`src/rtl/rice_core_pkg.sv`:
```
// ============================================================================
// Module   : rice_core_pkg
// Purpose  : Shared types for the rice_core pipeline controller:
//            - RICE_CORE_DEFINE_TYPES(W) macro, which declares the PC type pc_t
//            - rice_core_pipeline_ctrl_state, the controller state encoding
//            - the flush-counter load value helper
// Revision : 1.0 - initial release
// ============================================================================
`default_nettype none

`ifndef RICE_CORE_DEFINE_TYPES_SVH
`define RICE_CORE_DEFINE_TYPES_SVH
`define RICE_CORE_DEFINE_TYPES(W) typedef logic [(W)-1:0] pc_t;
`endif

package rice_core_pkg;

   // The encoding is visible on o_state, so the values are fixed.
   typedef enum logic [1:0] {
      ST_BOOT  = 2'd0,
      ST_RUN   = 2'd1,
      ST_FLUSH = 2'd2,
      ST_STALL = 2'd3
   } rice_core_pipeline_ctrl_state;

   localparam int unsigned C_FLUSH_CYCLES_MAX = 3;

   // Value loaded into the flush down-counter.
   // The flush bubble ends on the cycle the counter reads 0.
   function automatic logic [1:0] flush_cnt_init(input int unsigned cycles);
      return 2'(cycles - 1);
   endfunction

endpackage : rice_core_pkg

`default_nettype wire

```
`src/rtl/rice_core_pipeline_if.sv`:
```
// ============================================================================
// Module   : rice_core_pipeline_if
// Purpose  : Pipeline control bundle from the controller to IF/ID.
// Signals  : stall    - hold IF/ID
//            flush    - squash IF/ID
//            flush_pc - redirect PC for IF
// Revision : 1.0 - initial release
// ============================================================================
`default_nettype none

interface rice_core_pipeline_if #(
   parameter int XLEN = 32
);
   logic            stall;
   logic            flush;
   logic [XLEN-1:0] flush_pc;
endinterface : rice_core_pipeline_if

`default_nettype wire

```
`src/rtl/rice_core_sat_counter.sv`:
```
// ============================================================================
// Module   : rice_core_sat_counter
// Purpose  : Event counter that saturates at all-ones.
//            It uses an asynchronous active-high reset.
// Ports    : i_clk - clock
//            i_rst - asynchronous active-high reset; clears the count
//            inc   - increment request for this cycle
//            count - current count
// Revision : 1.0 - initial release
// ============================================================================
`default_nettype none

module rice_core_sat_counter #(
   parameter int WIDTH = 32
) (
   input  logic             i_clk,
   input  logic             i_rst,
   input  logic             inc,
   output logic [WIDTH-1:0] count
);

   logic [WIDTH-1:0] count_q;
   logic [WIDTH-1:0] count_d;

   always_comb begin
      count_d = count_q;
      if (inc && (count_q != {WIDTH{1'b1}})) begin
         count_d = count_q + WIDTH'(1);
      end
   end

   always_ff @(posedge i_clk or posedge i_rst) begin
      if (i_rst) begin
         count_q <= '0;
      end else begin
         count_q <= count_d;
      end
   end

   assign count = count_q;

endmodule : rice_core_sat_counter

`default_nettype wire

```
`src/rtl/rice_core_pipeline_ctrl.sv`:
```
// ============================================================================
// Module   : rice_core_pipeline_ctrl
// Purpose  : Pipeline hazard controller.
//            - Requests are resolved with priority trap > flush > stall.
//            - Trap and flush redirects produce a registered flush bubble
//              of FLUSH_CYCLES cycles.
//            - Stall is asserted combinationally.
// Ports    : i_clk, i_rst (asynchronous, active-high)
//            i_stall_req, i_flush_req/i_flush_pc, i_trap_req/i_trap_pc
//            o_stall, o_flush, o_flush_pc, o_state
//            o_stall_count, o_flush_count
//              - present only when RICE_CORE_PIPELINE_CTRL_PERF_EN
//                is defined
// Params   : XLEN, RESET_PC, FLUSH_CYCLES (legal range 1..3)
// Revision : 1.0 - initial release
// ============================================================================
`default_nettype none

module rice_core_pipeline_ctrl
   import rice_core_pkg::*;
#(
   parameter int              XLEN         = 32,
   parameter logic [XLEN-1:0] RESET_PC     = 32'h0000_0000,
   parameter int              FLUSH_CYCLES = 1
) (
   input  logic            i_clk,
   input  logic            i_rst,
   input  logic            i_stall_req,
   input  logic            i_flush_req,
   input  logic [XLEN-1:0] i_flush_pc,
   input  logic            i_trap_req,
   input  logic [XLEN-1:0] i_trap_pc,
   output logic            o_stall,
   output logic            o_flush,
   output logic [XLEN-1:0] o_flush_pc,
   output logic [1:0]      o_state
`ifdef RICE_CORE_PIPELINE_CTRL_PERF_EN
   ,
   output logic [31:0]     o_stall_count,
   output logic [31:0]     o_flush_count
`endif
);

   `RICE_CORE_DEFINE_TYPES(XLEN)

   localparam logic [1:0] C_CNT_INIT = flush_cnt_init(FLUSH_CYCLES);

   rice_core_pipeline_ctrl_state state_q, state_d;
   pc_t                          flush_pc_q, flush_pc_d;
   logic [1:0]                   cnt_q, cnt_d;
   logic                         flush_q;
   logic                         stall_w;

   rice_core_pipeline_if #(.XLEN(XLEN)) pipe_if ();

   always_comb begin
      state_d    = state_q;
      flush_pc_d = flush_pc_q;
      cnt_d      = cnt_q;
      stall_w    = 1'b0;
      case (state_q)
         ST_BOOT: begin
            state_d    = ST_FLUSH;
            flush_pc_d = RESET_PC;
            cnt_d      = C_CNT_INIT;
         end
         ST_RUN, ST_STALL: begin
            if (i_trap_req) begin
               state_d    = ST_FLUSH;
               flush_pc_d = {i_trap_pc[XLEN-1:1], 1'b0};
               cnt_d      = C_CNT_INIT;
            end else if (i_flush_req) begin
               state_d    = ST_FLUSH;
               flush_pc_d = {i_flush_pc[XLEN-1:1], 1'b0};
               cnt_d      = C_CNT_INIT;
            end else if (i_stall_req) begin
               stall_w = 1'b1;
               state_d = ST_STALL;
            end else begin
               state_d = ST_RUN;
            end
         end
         ST_FLUSH: begin
            // A trap restarts the bubble toward the new vector.
            // A branch redirect is dropped here because the bubble
            // already squashes the wrong path.
            if (i_trap_req) begin
               flush_pc_d = {i_trap_pc[XLEN-1:1], 1'b0};
               cnt_d      = C_CNT_INIT;
            end else if (cnt_q == 2'd0) begin
               state_d = ST_RUN;
            end else begin
               cnt_d = cnt_q - 2'd1;
            end
         end
         default: state_d = ST_BOOT;
      endcase
   end

   always_ff @(posedge i_clk or posedge i_rst) begin
      if (i_rst) begin
         state_q    <= ST_BOOT;
         flush_pc_q <= RESET_PC;
         cnt_q      <= 2'd0;
         flush_q    <= 1'b0;
      end else begin
         state_q    <= state_d;
         flush_pc_q <= flush_pc_d;
         cnt_q      <= cnt_d;
         flush_q    <= (state_d == ST_FLUSH);
      end
   end

   assign pipe_if.stall    = stall_w;
   assign pipe_if.flush    = flush_q;
   assign pipe_if.flush_pc = flush_pc_q;

   assign o_stall    = pipe_if.stall;
   assign o_flush    = pipe_if.flush;
   assign o_flush_pc = pipe_if.flush_pc;
   assign o_state    = state_q;

`ifdef RICE_CORE_PIPELINE_CTRL_PERF_EN
   // Every FLUSH entry is counted as an event.
   // A trap relatch while already in FLUSH counts as a new entry.
   logic flush_entry_w;
   assign flush_entry_w = (state_d == ST_FLUSH) &&
                          ((state_q != ST_FLUSH) || i_trap_req);

   rice_core_sat_counter #(.WIDTH(32)) u_stall_cnt (
      .i_clk (i_clk),
      .i_rst (i_rst),
      .inc   (stall_w),
      .count (o_stall_count)
   );

   rice_core_sat_counter #(.WIDTH(32)) u_flush_cnt (
      .i_clk (i_clk),
      .i_rst (i_rst),
      .inc   (flush_entry_w),
      .count (o_flush_count)
   );
`endif

endmodule : rice_core_pipeline_ctrl

`default_nettype wire
```
`config.mk`:
```
export PLATFORM = sky130hd
export DESIGN_NAME = rice_core_pipeline_ctrl
export DESIGN_NICKNAME = d
export VERILOG_FILES = /design/src/rtl/rice_core_pkg.sv /design/src/rtl/rice_core_pipeline_if.sv /design/src/rtl/rice_core_sat_counter.sv /design/src/rtl/rice_core_pipeline_ctrl.sv
export SDC_FILE = /design/constraint.sdc
export NUM_CORES = 1
export LEC_CHECK = 0
export ABC_AREA = 1
export ABC_CLOCK_PERIOD_IN_PS = 2200
export BUFFER_PORTS_ARGS = -buffer_cell sky130_fd_sc_hd__buf_4
export CAP_MARGIN = 20
export CORE_UTILIZATION = 50
export CTS_BUF_LIST = sky130_fd_sc_hd__clkbuf_8 sky130_fd_sc_hd__clkbuf_16
export DETAILED_ROUTE_END_ITERATION = 6
export PLACE_DENSITY = 0.84
export SLEW_MARGIN = 20
export SYNTH_ARGS = -nofsm -noshare
export SYNTH_HDL_FRONTEND = slang
export SYNTH_SLANG_ARGS = --single-unit
```
`constraint.sdc`:
```
create_clock -name i_clk -period 2.2 [get_ports i_clk]
set_input_delay 0.33 -clock i_clk [delete_from_list [all_inputs] [get_ports i_clk]]
set_output_delay 0.33 -clock i_clk [all_outputs]
set_load 0.02 [all_outputs]
```
==> results of run 1 <==
layer usage:
layer	vias up	part of all wire, %
met3	11	8.0
li1	1318	-
met2	101	50
met5	-	0
met1	1157	40
met4	0	1.7
worst max-delay path: stages (launching register included):
cell and delay [ns]:
sky130_fd_sc_hd__dfrtp_1 0.61, sky130_fd_sc_hd__buf_4 0.37, sky130_fd_sc_hd__buf_4 0.20
through the flow:
stage	power [µW]	util, %	std cells	setup WS [ns]
floorplan	2570	-	396	0.893
global placement	3230	69.7	532	0.583
detailed placement	3280	69.7	532	0.555
CTS	3930	72.5	540	0.407
global route	4200	72.5	540	0.343
finish	3910	72.5	540	0.398
area by class of cell:
type / count / area share, %
inverter: 71 / 8.22
clock buffer: 7 / 2.97
clock inverter: 1 / 0.926
multi-input combinational: 268 / 33.8
sequential: 36 / 27.8
timing repair buffer: 105 / 24.3
tap: 52 / 2.01
cell families after synthesis:
kind of cell | share of synthesized area [%]
other cells | 0.156
simple gates | 44.3
flops | 37.4
buf+inv | 17.0
compound gates | 0.572
fa+ha+maj | 0.520
registers in the layout, indices dropped and copies added, names as in the netlist:
signal,flops
cnt_q,2
o_flush,1
o_state,2
o_flush_pc,31
Yosys cell counts, drive strengths merged:
| cell type | n |
|---|---|
| clkbuf | 2 |
| nand4 | 2 |
| o21ai | 2 |
| conb | 1 |
| nand3 | 32 |
| buf | 19 |
| dfrtp | 36 |
| nand2 | 226 |
| ha | 1 |
| inv | 71 |
| nor2 | 4 |
worst paths after layout:
check | slack [ns] | depth (start not counted) | endpoint
max | 0.40 | 2 | o_state[0]
max in group asynchronous | 1.73 | 3 | o_flush_pc[6]$_DFFE_PP0P_
min reg2reg | 0.48 | 2 | o_flush_pc[10]$_DFFE_PP0P_
min | 0.15 | 3 | o_flush_pc[10]$_DFFE_PP0P_
min in group i_clk | 0.29 | 3 | o_state[1]$_DFF_PP0_
max reg2reg | 0.62 | 7 | o_flush_pc[29]$_DFFE_PP0P_
power groups by stage:
stage                     registers, µW  logic, µW  clock network, µW
final                              1180       2080                645
after global routing               1210       2300                688
after CTS                          1180       2100                654
after detailed placement           1180       2090                  0
after global placement             1180       2050                  0
after floorplan                    1510       1060                  0
==> summary.txt, run 1 <==
Timing
  • Summed negative setup slack over all endpoints: 0 ns
  • Final Hold Fails: 0
  • Period utilization: 81.9%
  • Actual transition at the worst max-transition pin: between 0.5 and 0.6 ns
  • Final worst clock skew: about 0.0065 ns
  • Final Slew Violations: 0
  • Unrepaired setup endpoints after global routing: no
  • Relative slew slack: between 60% and 70%
  • Number of failing setup endpoints in the final timing report: 0
  • Final critical delay including setup and external delays: between 1.5 and 2 ns
  • Maximum clock frequency: approximately 550 MHz
  • Worst hold slack: between 0.1 and 0.15 ns

Floorplanning
  • Chip Width: roughly 71 µm
  • Overall die area: between 5000 and 6000 µm²
  • Site row count: 24
  • I/O pin count: about 110
  • Starting density of the core: 53.8%
  • Floorplan Core Area: about 4500 µm²
  • Die Height: a little over 70 µm

Finish
  • Top library cells by usage in the layout, fill and taps aside: sky130_fd_sc_hd__nand2_1 (223), sky130_fd_sc_hd__buf_4 (105), sky130_fd_sc_hd__inv_1 (67)
  • Register area: approximately 900 µm²
  • Filler Cells Inserted: 383
  • Final-stage net count: approximately 560
  • Diodes inserted: 0
  • Multi-input gate area: 1100 µm²
  • Design Area, Final: around 3200 µm²
  • Layout cell share with drive strength beyond 1: 25.2%
  • Most common cell after layout, fill and taps aside: sky130_fd_sc_hd__nand2_1
  • Area Growth Syn to Fin: 34.8%

Placed design
  • HPWL after detailed placement: ~4300 µm
  • Port Buffer Count: 101
  • Placer's final routability congestion estimate: 0.762
  • DP Area: about 3100 µm²

Clock network
  • Post_cts resized: 0
  • Later-pin clock latency in the skew report: roughly 0.29 ns
  • Total clock buffers created by CTS: 5
  • Clock-pin slew on the worst setup and hold paths: 0.08 ns
  • Number of buffers inserted by hold repair at cts: 0
  • Clock root buffer: sky130_fd_sc_hd__clkbuf_8
  • Sinks on Clock Net: 36
  • Postcts setup bufs: 0
  • Number of H-tree levels: 2
  • Number of buffers on the longest clock path: 2
  • Clock tree from TritonCTS: built

Setup path
  • Critical register-to-register path startpoint: o_state[0]$_DFF_PP0_
  • CP Class: flop to output pin
  • Signal arrival time at the worst endpoint: approximately 1.5 ns
  • Startpoint of the worst setup timing path: o_state[0]$_DFF_PP0_
  • Data required time of the critical path: ~1.9 ns
  • Maximum fanout along the worst path: 24
  • Kind of start point of the critical path: flop
  • Crit. End Element: output pin

Routing
  • Vias per inst: 4.79
  • Via count of the routed design: around 2,600
  • Number of detailed-routing iterations run before antenna repair: 7
  • Drt drc: 8
  • Wire length after detailed routing: approximately 6300 µm
  • DR iter-0 viols: about 160
  • Final antenna-violating net count: 0
  • Routed len/inst: between 10 and 15 µm

Global routing
  • Global Route met2 Usage: between 40% and 50%
  • Gr usage total: about a quarter
  • Initial antenna violation count: 0
  • Residual overflow from global routing: 0
  • Number of global-route vias before repair: between 2,000 and 2,500
  • Met3 Usage GRT: between 4 and 5%
  • Maximum number of pins on one net before global-route repair: 37
  • Wire length of the first global-routing pass: between 10,000 and 15,000 µm
  • Met1 usage in global routing: between 30% and 40%
  • Most utilized layer in the global route result: met2

Synthesis
  • Synthesized cell area: around 2400 µm²
  • Number of register bits inferred by synthesis: 36
  • Synth top area cells: sky130_fd_sc_hd__dfrtp_1 (37%), sky130_fd_sc_hd__nand2_1 (35%), sky130_fd_sc_hd__inv_1 (10%), sky130_fd_sc_hd__nand3_1 (6.4%), sky130_fd_sc_hd__buf_2 (1.9%)
  • Register area share after synthesis: between 30% and 40%
  • Synth unique cells: 19
  • Count of yosys warnings during synthesis: 0
  • Cell type with the highest aggregate area in the netlist: sky130_fd_sc_hd__dfrtp_1
  • Mapped Avg Cell Area: ~6.1 µm²
  • Top-area cell type share of the netlist area: a little under two fifths
  • Post-synthesis cell count: 396
  • Net count after synthesis: roughly 470

Outcome
  • Violations in the final reports: design-rule violations
  • Outcome: finished, violations left

Power
  • Clock power share: roughly 17%
  • Combinational Power Share: 53.3%
  • Internal portion of total power: roughly 2200 µW
  • P_sw: between 1500 and 2000 µW
  • Worst IR drop on VDD: ~0.77 mV
  • Power density of the placed cells: about 1200 nW/µm²
  • Pleak: 0.00211 µW
  • Sequential fraction of design power: slightly above 30%
  • Switching Fraction: between 40% and 50%

Run
  • Max Cap Violations: 0

Min path
  • Worst min path class: input port to asynchronous set/reset pin
No activity file was read; power rests on OpenSTA's default activity.
==> run 2, diff against run 1 <==
--- a/config.mk
+++ b/config.mk
@@ -6,13 +6,13 @@
 export NUM_CORES = 1
 export LEC_CHECK = 0
 export ABC_AREA = 1
-export ABC_CLOCK_PERIOD_IN_PS = 2200
+export ABC_CLOCK_PERIOD_IN_PS = 1600
 export BUFFER_PORTS_ARGS = -buffer_cell sky130_fd_sc_hd__buf_4
 export CAP_MARGIN = 20
-export CORE_UTILIZATION = 50
+export CORE_UTILIZATION = 43
 export CTS_BUF_LIST = sky130_fd_sc_hd__clkbuf_8 sky130_fd_sc_hd__clkbuf_16
 export DETAILED_ROUTE_END_ITERATION = 6
-export PLACE_DENSITY = 0.84
+export PLACE_DENSITY = 0.76
 export SLEW_MARGIN = 20
 export SYNTH_ARGS = -nofsm -noshare
 export SYNTH_HDL_FRONTEND = slang
==> constraint.sdc (replaced) <==
create_clock -name i_clk -period 1.6 [get_ports i_clk]
set_input_delay 0.24 -clock i_clk [delete_from_list [all_inputs] [get_ports i_clk]]
set_output_delay 0.24 -clock i_clk [all_outputs]
set_load 0.02 [all_outputs]
==> summary.txt, run 2 (synthesized netlist as in run 1, its figures left out) <==
Power
  • Sequential fraction of design power: 30.7% (+0.5 points)
  • Worst IR drop on VDD: 0.827 mV (+7.7%)
  • Combinational Power Share: 56.7% (+3.4 points)
  • Pleak: 0.00212 µW (+0.52%)
  • P_sw: 2380 µW (+37%)
  • Switching Fraction: 45.6% (+1.2 points)
  • Internal portion of total power: 2840 µW (+31%)
  • Clock power share: 12.6% (-3.9 points)
  • Power density of the placed cells: 1600 nW/µm² (+32%)
  • Total power of the final layout: 5220 µW (+34%)

Setup path
  • Maximum fanout along the worst path: 10 (-58%)
  • Kind of start point of the critical path: flop
  • Data required time of the critical path: 1.36 ns (-0.51 ns)
  • Signal arrival time at the worst endpoint: 1.10 ns (-0.37 ns)
  • Crit. End Element: output pin
  • CP Class: flop to output pin

Clock network
  • Number of H-tree levels: 2 (unchanged)
  • Clock root buffer: sky130_fd_sc_hd__clkbuf_8
  • Number of buffers on the longest clock path: 2 (unchanged)
  • Number of buffers inserted by hold repair at cts: 0 (unchanged)
  • Later-pin clock latency in the skew report: 0.28 ns (about the same)
  • Clock-pin slew on the worst setup and hold paths: 0.07 ns (about the same)
  • Clock tree from TritonCTS: built
  • Sinks on Clock Net: 36 (unchanged)
  • Total clock buffers created by CTS: 5 (unchanged)
  • Postcts setup bufs: 0 (unchanged)

Finish
  • Largest register FFs: 31 (unchanged)
  • Top library cells by usage in the layout, fill and taps aside: sky130_fd_sc_hd__nand2_1 (223), sky130_fd_sc_hd__buf_4 (110), sky130_fd_sc_hd__inv_1 (67)
  • Diodes inserted: 0 (unchanged)
  • Filler Cells Inserted: 518 (+35%)
  • Final-stage net count: 562 (+0.90%)
  • Layout cell share with drive strength beyond 1: 26.0% (+0.76 points)
  • Most common cell after layout, fill and taps aside: sky130_fd_sc_hd__nand2_1
  • Area Growth Syn to Fin: 36.0%

Routing
  • Wire length after detailed routing: 6230 µm (-1.5%)
  • Vias per inst: 4.57 (-4.6%)
  • Final antenna-violating net count: 0 (unchanged)
  • Routed len/inst: 11.1 µm (-5.6%)
  • DR iter-0 viols: 85 (-47%)
  • Drt drc: 0 (-8)
  • Via count of the routed design: 2,574 (-0.50%)
  • Number of detailed-routing iterations run before antenna repair: 4 (-3)

Timing
  • Summed negative setup slack over all endpoints: 0 ns (unchanged)
  • Unrepaired setup endpoints after global routing: no
  • Period utilization: a little over four fifths
  • Number of failing setup endpoints in the final timing report: 0 (unchanged)
  • Final Slew Violations: 0 (unchanged)
  • Final Hold Fails: 0 (unchanged)
  • Maximum clock frequency: 747 MHz
  • Final critical delay including setup and external delays: 1.34 ns
  • Final worst clock skew: 0.00265 ns (-0.00381 ns)

Floorplanning
  • Starting density of the core: 45.9% (-7.8 points)
  • Floorplan Core Area: 5240 µm² (+17%)
  • Site row count: 26 (+8.3%)
  • Die Height: 76.8 µm (+7.6%)
  • Chip Width: 76.8 µm (+7.6%)
  • Overall die area: 5900 µm² (+16%)
  • I/O pin count: 105 (unchanged)

Global routing
  • Gr usage total: 21.8% (-4.9 points)
  • Wire length of the first global-routing pass: 10,500 µm (-2.1%)
  • Residual overflow from global routing: 0 (unchanged)
  • Number of global-route vias before repair: 2,402 (-2.0%)
  • Maximum number of pins on one net before global-route repair: 37 (unchanged)
  • Initial antenna violation count: 0 (unchanged)

Min path
  • Worst min path class: input port to asynchronous set/reset pin

Placed design
  • HPWL after detailed placement: 4490 µm (+5.1%)
  • Port Buffer Count: 101 (unchanged)
  • Placer's final routability congestion estimate: 0.778 (+2.1%)

Outcome
  • Outcome: completed

Run
  • Max Cap Violations: 0 (unchanged)
run 2: cell type report:
class	instances	area [µm²]	area share, %
multi-input combinational	268	1100	33.5
sequential	36	901	27.5
timing repair buffer	110	826	25.2
inverter	71	269	8.22
tap	70	87.6	2.68
clock buffer	6	82.6	2.52
clock inverter	2	10.0	0.306
run 2: repair_timing:
item | CTS | global route
endpoints found under the setup margin | 0 | 1
resized for setup | 0 | 2
hold endpoints to repair | 0 | 0
run 2: worst paths after layout:
check / depth (start not counted) / to / slack, ns / startpoint
worst min register to register: 2 / o_flush_pc[21]$_DFFE_PP0P_ / 0.48 / o_flush_pc[21]$_DFFE_PP0P_
worst max register to register: 6 / o_flush_pc[23]$_DFFE_PP0P_ / 0.33 / o_state[0]$_DFF_PP0_
min in group i_clk: 3 / o_state[1]$_DFF_PP0_ / 0.21 / i_stall_req
worst max-delay path: 2 / o_state[0] / 0.26 / o_state[0]$_DFF_PP0_
max in group asynchronous: 3 / o_flush_pc[19]$_DFFE_PP0P_ / 1.21 / i_rst
worst min-delay path: 3 / cnt_q[1]$_DFFE_PP0P_ / 0.06 / i_rst
run 2: through the flow:
| stage | instances | utilization, % | hold slack [ns] | setup slack (ns) | area [µm²] |
|---|---|---|---|---|---|
| 2_1_floorplan | 396 | - | 0.382 | 0.363 | 2410 |
| 3_3_place_gp | 555 | 60.7 | 0.385 | 0.137 | 3180 |
| 3_5_place_dp | 555 | 60.7 | 0.390 | 0.130 | 3180 |
| 4_1_cts | 563 | 62.4 | 0.0843 | 0.148 | 3270 |
| 5_1_grt | 563 | 62.5 | 0.121 | 0.192 | 3270 |
| 6_report | 563 | 62.5 | 0.0625 | 0.261 | 3270 |
run 2: worst max-delay path: stages (launching register included):
cell	delay, ns
sky130_fd_sc_hd__dfrtp_1	0.44
sky130_fd_sc_hd__buf_4	0.22
sky130_fd_sc_hd__buf_4	0.16
run 2: per-layer routing:
layer / share of wire (%) / vias to the layer above / global-route usage (%)
met5: 0 / - / 0
met3: 5.1 / 5 / 3.21
met2: 51 / 81 / 40.0
li1: - / 1328 / -
met4: 0.59 / 0 / 4.62
met1: 44 / 1160 / 26.7
run 2: power by group through the flow:
stage | combinational, µW | sequential (µW) | clock (µW)
after CTS | 2990 | 1600 | 676
after global placement | 2920 | 1600 | 0
after global routing | 3290 | 1660 | 723
final | 2960 | 1600 | 658
after floorplan | 1460 | 2070 | 0
after detailed placement | 2980 | 1610 | 0
